## src/rtl/flash_prog_rx.sv

```systemverilog
// Protocol-2 packet parser for the EPCS/ASMI programmer: stages one page, commits it to the Rx FIFO, drives erase.
// Optional sequence-number enforcement is compiled in with `define SEQ_CHECK_EN.
module flash_prog_rx #(
    parameter int FIFO_DEPTH    = 2048,
    parameter int PAGE_BYTES    = 256,
    parameter int ERASE_TIMEOUT = 25000000
) (
    input  logic        clock,
    input  logic        reset,
    input  logic        rx_valid,
    input  logic        rx_sop,
    input  logic        rx_eop,
    input  logic [7:0]  rx_data,
    input  logic [10:0] fifo_wrused,
    output logic        fifo_wrreq,
    output logic [7:0]  fifo_data,
    output logic        erase,
    input  logic        erase_ACK,
    output logic [13:0] num_blocks,
    output logic        pkt_drop,
    output logic        seq_err
);

    localparam int AW = $clog2(PAGE_BYTES);
    localparam int TW = $clog2(ERASE_TIMEOUT + 1);
    localparam logic [AW-1:0] LAST_ADDR = AW'(PAGE_BYTES - 1);
    localparam logic [TW-1:0] TMO_LAST  = TW'(ERASE_TIMEOUT - 1);
    localparam logic [10:0]   WR_LIMIT  = 11'(FIFO_DEPTH - PAGE_BYTES);
    localparam logic [7:0]    CMD_PROG  = 8'h01;
    localparam logic [7:0]    CMD_ERASE = 8'h02;

    typedef enum logic [3:0] {
        IDLE, HDR, BLK, DATA, CHECK, DRAIN, DISCARD, ERASE_WAIT, ERASE
    } state_t;

    state_t          state, state_nxt;
    logic [3:0]      idx;
    logic [13:0]     blk_hold;
    logic [AW-1:0]   wr_addr;
    logic [AW-1:0]   rd_cnt;
    logic [TW-1:0]   tmo_cnt;
    logic            drop_pend, pend_nxt;
    logic            bsy_pkt, bsy_nxt;
    logic            drop_nxt, restart, accept, erase_go, mem_we;
    logic            sop_in, eop_in, last_data;
    logic [7:0]      page_mem [PAGE_BYTES];
`ifdef SEQ_CHECK_EN
    logic [31:0]     seq_rx;
    logic [31:0]     exp_seq;
    logic            serr_nxt;
`endif

    assign sop_in    = rx_valid & rx_sop;
    assign eop_in    = rx_valid & rx_eop;
    assign last_data = (wr_addr == LAST_ADDR);

    always_ff @(posedge clock) begin
        if (reset) state <= IDLE;
        else       state <= state_nxt;
    end

    always_comb begin
        state_nxt = state;
        drop_nxt  = 1'b0;
        restart   = 1'b0;
        accept    = 1'b0;
        erase_go  = 1'b0;
        mem_we    = 1'b0;
        pend_nxt  = drop_pend;
        bsy_nxt   = bsy_pkt;
`ifdef SEQ_CHECK_EN
        serr_nxt  = 1'b0;
`endif
        // A new sop inside any parse state abandons the current packet and restarts on this byte.
        if ((state inside {HDR, BLK, DATA, DISCARD, ERASE_WAIT}) && sop_in) begin
            restart   = 1'b1;
            pend_nxt  = 1'b0;
            drop_nxt  = (state == DISCARD) ? (drop_pend | eop_in) : 1'b1;
            state_nxt = eop_in ? IDLE : HDR;
        end else begin
            unique case (state)
                IDLE: begin
                    if (sop_in) begin
                        restart   = 1'b1;
                        pend_nxt  = 1'b0;
                        bsy_nxt   = 1'b0;
                        drop_nxt  = bsy_pkt | eop_in;
                        state_nxt = eop_in ? IDLE : HDR;
                    end else if (eop_in && bsy_pkt) begin
                        drop_nxt = 1'b1;
                        bsy_nxt  = 1'b0;
                    end
                end
                HDR: begin
                    if (rx_valid) begin
                        if (idx != 4'd4) begin
                            if (eop_in) begin
                                drop_nxt  = 1'b1;
                                state_nxt = IDLE;
                            end
                        end else if (rx_data == CMD_PROG) begin
`ifdef SEQ_CHECK_EN
                            if (seq_rx != exp_seq) begin
                                serr_nxt  = 1'b1;
                                drop_nxt  = 1'b1;
                                pend_nxt  = 1'b0;
                                state_nxt = eop_in ? IDLE : DISCARD;
                            end else
`endif
                            if (eop_in) begin
                                drop_nxt  = 1'b1;
                                state_nxt = IDLE;
                            end else begin
                                state_nxt = BLK;
                            end
                        end else if (rx_data == CMD_ERASE) begin
                            erase_go  = eop_in;
                            state_nxt = eop_in ? ERASE : ERASE_WAIT;
                        end else begin
                            pend_nxt  = 1'b0;
                            state_nxt = eop_in ? IDLE : DISCARD;
                        end
                    end
                end
                BLK: begin
                    if (eop_in) begin
                        drop_nxt  = 1'b1;
                        state_nxt = IDLE;
                    end else if (rx_valid && idx == 4'd8) begin
                        state_nxt = DATA;
                    end
                end
                DATA: begin
                    if (rx_valid) begin
                        mem_we = 1'b1;
                        if (eop_in) begin
                            drop_nxt  = ~last_data;
                            state_nxt = last_data ? CHECK : IDLE;
                        end else if (last_data) begin
                            pend_nxt  = 1'b1;
                            state_nxt = DISCARD;
                        end
                    end
                end
                DISCARD: begin
                    if (eop_in) begin
                        drop_nxt  = drop_pend;
                        state_nxt = IDLE;
                    end
                end
                ERASE_WAIT: begin
                    if (eop_in) begin
                        erase_go  = 1'b1;
                        state_nxt = ERASE;
                    end
                end
                CHECK: begin
                    if (fifo_wrused <= WR_LIMIT) begin
                        accept    = 1'b1;
                        state_nxt = DRAIN;
                    end else begin
                        drop_nxt  = 1'b1;
                        state_nxt = IDLE;
                    end
                end
                DRAIN: begin
                    if (rd_cnt == LAST_ADDR) state_nxt = IDLE;
                end
                ERASE: begin
                    if (erase_ACK) begin
                        state_nxt = IDLE;
                    end else if (tmo_cnt == TMO_LAST) begin
                        drop_nxt  = 1'b1;
                        state_nxt = IDLE;
                    end
                end
                default: state_nxt = IDLE;
            endcase
        end

        // Packets arriving while busy are swallowed; the drop is reported at their eop, even after returning to IDLE.
        if (state inside {CHECK, DRAIN, ERASE}) begin
            if (sop_in) begin
                bsy_nxt = 1'b1;
                if (bsy_pkt) drop_nxt = 1'b1;
            end
            if (eop_in && (bsy_pkt || sop_in)) begin
                drop_nxt = 1'b1;
                bsy_nxt  = 1'b0;
            end
        end
    end

    always_ff @(posedge clock) begin
        if (mem_we) page_mem[wr_addr] <= rx_data;
    end

    always_ff @(posedge clock) begin
        if (reset) begin
            fifo_wrreq <= 1'b0;
            fifo_data  <= 8'd0;
            erase      <= 1'b0;
            num_blocks <= 14'd0;
            pkt_drop   <= 1'b0;
            idx        <= 4'd0;
            blk_hold   <= 14'd0;
            wr_addr    <= '0;
            rd_cnt     <= '0;
            tmo_cnt    <= '0;
            drop_pend  <= 1'b0;
            bsy_pkt    <= 1'b0;
        end else begin
            fifo_wrreq <= (state == DRAIN);
            erase      <= (state_nxt == ERASE);
            pkt_drop   <= drop_nxt;
            drop_pend  <= pend_nxt;
            bsy_pkt    <= bsy_nxt;
            rd_cnt     <= (state == DRAIN) ? rd_cnt + 1'b1 : '0;
            tmo_cnt    <= (state == ERASE) ? tmo_cnt + 1'b1 : '0;
            if (state == DRAIN) fifo_data <= page_mem[rd_cnt];
            if (restart) begin
                idx     <= 4'd1;
                wr_addr <= '0;
            end else begin
                if (rx_valid && (state == HDR || state == BLK)) idx <= idx + 4'd1;
                if (mem_we) wr_addr <= wr_addr + 1'b1;
            end
            if (rx_valid && state == BLK) blk_hold <= {blk_hold[5:0], rx_data};
            if (accept) num_blocks <= blk_hold;
        end
    end

`ifdef SEQ_CHECK_EN
    always_ff @(posedge clock) begin
        if (reset) begin
            seq_rx  <= 32'd0;
            exp_seq <= 32'd0;
            seq_err <= 1'b0;
        end else begin
            seq_err <= serr_nxt;
            if (restart)
                seq_rx <= {24'd0, rx_data};
            else if (rx_valid && state == HDR && idx < 4'd4)
                seq_rx <= {seq_rx[23:0], rx_data};
            // Erase opens a new session: the next program packet must carry seq 1.
            if (erase_go)
                exp_seq <= 32'd1;
            else if (accept || serr_nxt)
                exp_seq <= seq_rx + 32'd1;
        end
    end
`else
    assign seq_err = 1'b0;
`endif

endmodule

```

## config.mk

```make
export PLATFORM = sky130hd
export DESIGN_NAME = flash_prog_rx
export DESIGN_NICKNAME = d
export VERILOG_FILES = /design/src/rtl/flash_prog_rx.sv
export SDC_FILE = /design/constraint.sdc
export NUM_CORES = 2
export LEC_CHECK = 0
export BUFFER_PORTS_ARGS = -buffer_cell sky130_fd_sc_hd__buf_2
export CELL_PAD_IN_SITES_DETAIL_PLACEMENT = 0
export CELL_PAD_IN_SITES_GLOBAL_PLACEMENT = 1
export CORE_ASPECT_RATIO = 0.5
export CORE_MARGIN = 5
export CORE_UTILIZATION = 50
export DETAILED_ROUTE_END_ITERATION = 16
export PLACE_DENSITY = 0.81
export SYNTH_ARGS = -nofsm -noshare
export SYNTH_HDL_FRONTEND = slang
export SYNTH_SLANG_ARGS = --single-unit
```

## constraint.sdc

```tcl
create_clock -name clock -period 3.4 [get_ports clock]
set_input_delay 0.34 -clock clock [delete_from_list [all_inputs] [get_ports clock]]
set_output_delay 0.34 -clock clock [all_outputs]
set_load 0.01 [all_outputs]
```

==> results_dict.tcl <==
set metrics [dict create \
    synthArstFlopShare_pct 0 \
    crit_required_ns 4.08 \
    clk_pin_slew_ns 0.07 \
    seq_area_sq_um 63300 \
    gp_congestion 0.933 \
    stdcell_area_sq_um 96400 \
    critical_path.top_delay_family "multiplexers" \
    track_usage_pct 25.1 \
    setup_viol 0 \
    synth_top_area_cell "edfxtp_1" \
    cp_data_arrival_time_ns 4.02 \
    vias 45900 \
    hpwlAfterDp_um 144000 \
    die_area_sq_um 178000 \
    drv_slew 4 \
    cp_cell_sequence "buf_12, buf_12, buf_12, mux4_1, mux2i_1, o211ai_1, nand2_1, a211o_1, a41oi_1" \
    drc 0 \
    slowest_stage "mux2i_1" \
    coreArea_sq_um 168000 \
    synth_top_area_share_pct 72.7 \
    rr_startpoint "rd_cnt[0]" \
    cts-htree-levels 4 \
    max_stage_delay_ns 0.98 \
    critPathMaxFanout 25 \
    fin_crit_sh_pct 98.2 \
    worst_pin_slew_ns 1.55 \
    vdd_drop_max_uv 370 \
    clock_latency_ns 0.82 \
    root_buffer "clkbuf_16" \
    grt_max_degree 218 \
    n_fill_cell 11900 \
    place_area_sq_um 90300 \
    synth-main-ff-cell "edfxtp_1" \
    avgSynthCellArea_sq_um 19.9 \
    cts_buffer_depth 3 \
    via_per_inst 6.38 \
    timing.critical_path.buf_inv 3 \
    fp.dieW_um 592 \
    antenna_found_initial 9 \
    synth-seq-area-share_pct 74.9 \
    drtIter0Drc 6763 \
    cp_common_cell "buf_12" \
    worst_setup_path_end_kind "flip-flop" \
    wl_per_cell_um 31.2 \
    core.rowCount 106 \
    yosys_register_bits 2138 \
    synth_cells 4242 \
    synth_area_leaders "edfxtp_1 (73%), mux4_2 (8.5%), mux4_1 (3.6%), mux2i_1 (2.6%), dfxtp_1 (2.1%)" \
    ys_warn_count 0 \
    ff2ff_path_depth 9 \
    period_needed_ns 3.34 \
    slew_headroom_pct -4.47 \
    powerDensity_nw_per_um2 522 \
    leakage_uw 0.0304 \
    grt_setup_unrepaired "no" \
    final.setup_skew_ns 0.0219 \
    stdcell_count 7197 \
    rrSetupSlack_ns 0.06 \
    cts.sinks 2138 \
    critical_path_class "flip-flop to flip-flop" \
    synth-edff-count 2048 \
    final_util_pct 57.5 \
    hold_violations 0 \
    cts_tree "yes" \
    synth_cell_type_count 83 \
    holdCritPathClass "primary input to flip-flop" \
    multi_input_area_sq_um 19200 \
    grt_pass1_vias 44800 \
    place_inst 6844 \
    status "finished, violations left" \
    max_freq_mhz 300 \
    overflow 0 \
    drive_gt1_share_pct 25.1 \
    ioPinCount 51 \
    antenna_left 0 \
    power_uw 50400 \
    syn_area_sq_um 84500 \
    fin_hold_ws_ns 0.0479 \
    numCtsBuffers 184 \
    final_nets 4802 \
    start_kind "flip-flop" \
    initial_core_util_pct 50.4 \
    syn_to_final_growth_pct 14.1 \
    firstDrtPassIters 6 \
    grt_pass1_wl_um 321000 \
    port_buffers 49 \
    holdPathStages 1 \
    syn-num-nets 4275 \
    r2r-end "fifo_data[0]" \
    hp-start "rx_data[0]" \
    wl_um 224000 \
    die_height_um 301 \
    failed_checks "max-capacitance violations, max-slew violations" \
    min_to "page_mem[112][0]" \
    maxCapViolCount 1 \
]
## power by group
part | internal (uW) | leakage, uW | switching (uW)
Clock | 11600 | 0.00296 | 9380
Sequential | 28800 | 0.0191 | 3.50
Combinational | 63.6 | 0.00836 | 470
## kinds of logic (layout without fill, tap and decap cells)
| group | after synthesis | after routing | synth area share (%) |
|---|---|---|---|
| adders and majority gates | 9 | 9 | 0.130 |
| xor gates and xnor gates | 35 | 35 | 0.363 |
| AOI/OAI and AO/OA | 442 | 442 | 3.71 |
| muxes | 662 | 662 | 14.8 |
| and+or+nand+nor | 683 | 683 | 3.58 |
| buffers and inverters | 272 | 954 | 2.55 |
| DFF | 2138 | 2138 | 74.9 |
| other | 1 | 6 | 0.00444 |
## timing repair
action                                  in CTS  in global routing
endpoints found under the setup margin       1                  1
buffers inserted                             0                  0
cloned                                       0                  0
endpoints found under the hold margin       58                  0
hold buffers                                 7                  0
gates resized for setup                      2                  1
## flip-flops by register name, indices dropped and copies added (netlist names), 4 cells and up
name,flops
page_mem,2048
state,4
tmo_cnt,25
idx,4
blk_hold,14
num_blocks,14
rd_cnt,8
fifo_data,8
wr_addr,8
## layout by cell type (no fill, tap or decap), drive strengths merged, types with 85 or more instances in the layout
cell type and instances:
nand2 137, edfxtp 2048, mux2i 218, clkinv 85, dfxtp 90, nor2 370, buf 585, a22oi 110
mux4 434, clkbuf 240
## metal layers
metal | GRT usage, % | routed length, um | vias up
met5 | 0.406 | 225 | -
met4 | 7.97 | 7510 | 18
met3 | 8.77 | 30800 | 465
met2 | 37.6 | 101000 | 3059
met1 | 34.9 | 84900 | 23800
li1 | - | - | 18600
## Yosys cell counts, types with 37 or more instances
cell	number
nand2_1	137
mux2i_1	218
clkbuf_1	80
edfxtp_1	2048
buf_2	60
o21ai_0	37
a22oi_1	110
dfxtp_1	90
mux4_2	319
a21oi_1	76
nor2_1	370
mux4_1	115
nand3_1	46
## area by class of cell
class / count / share of cell area (%)
clock buffers: 232 / 5.21
inverters: 13 / 0.0519
well taps: 2268 / 2.94
repair buffers: 600 / 5.24
diodes: 5 / 0.0130
multi-input cells: 1832 / 19.9
clock inverters: 109 / 1.00
flip-flops and latches: 2138 / 65.7
## worst reg2reg max path, cell delays in order (launching register included)
cell and delay (ns):
dfxtp_4 0.40, buf_12 0.19, buf_12 0.23, buf_12 0.24, mux4_1 0.57, mux2i_1 0.98, o211ai_1 0.15, nand2_1 0.15
a211o_1 0.18, a41oi_1 0.12
## worst max path at each step
stage	startpoint	to	slack, ns	cells after the start
after global placement	rd_cnt[0]	fifo_data[4]	-0.33	10
after global routing	rd_cnt[0]	fifo_data[7]	0.006	9
after detailed placement	rd_cnt[0]	fifo_data[4]	-0.33	10
after CTS	rd_cnt[1]	fifo_data[3]	0.03	10
final	rd_cnt[0]	fifo_data[0]	0.06	9
after floorplan	state[3]	page_mem[223][0]	0.84	9
## metrics by stage
step / TNS (ns) / setup WS, ns
global placement: -0.335 / -0.335
floorplan: 0 / 0.841
CTS: 0 / 0.0325
detailed placement: -0.328 / -0.328
finish: 0 / 0.0615
global route: 0 / 0.00607
Note: power is estimated with default switching activity, not from simulation.
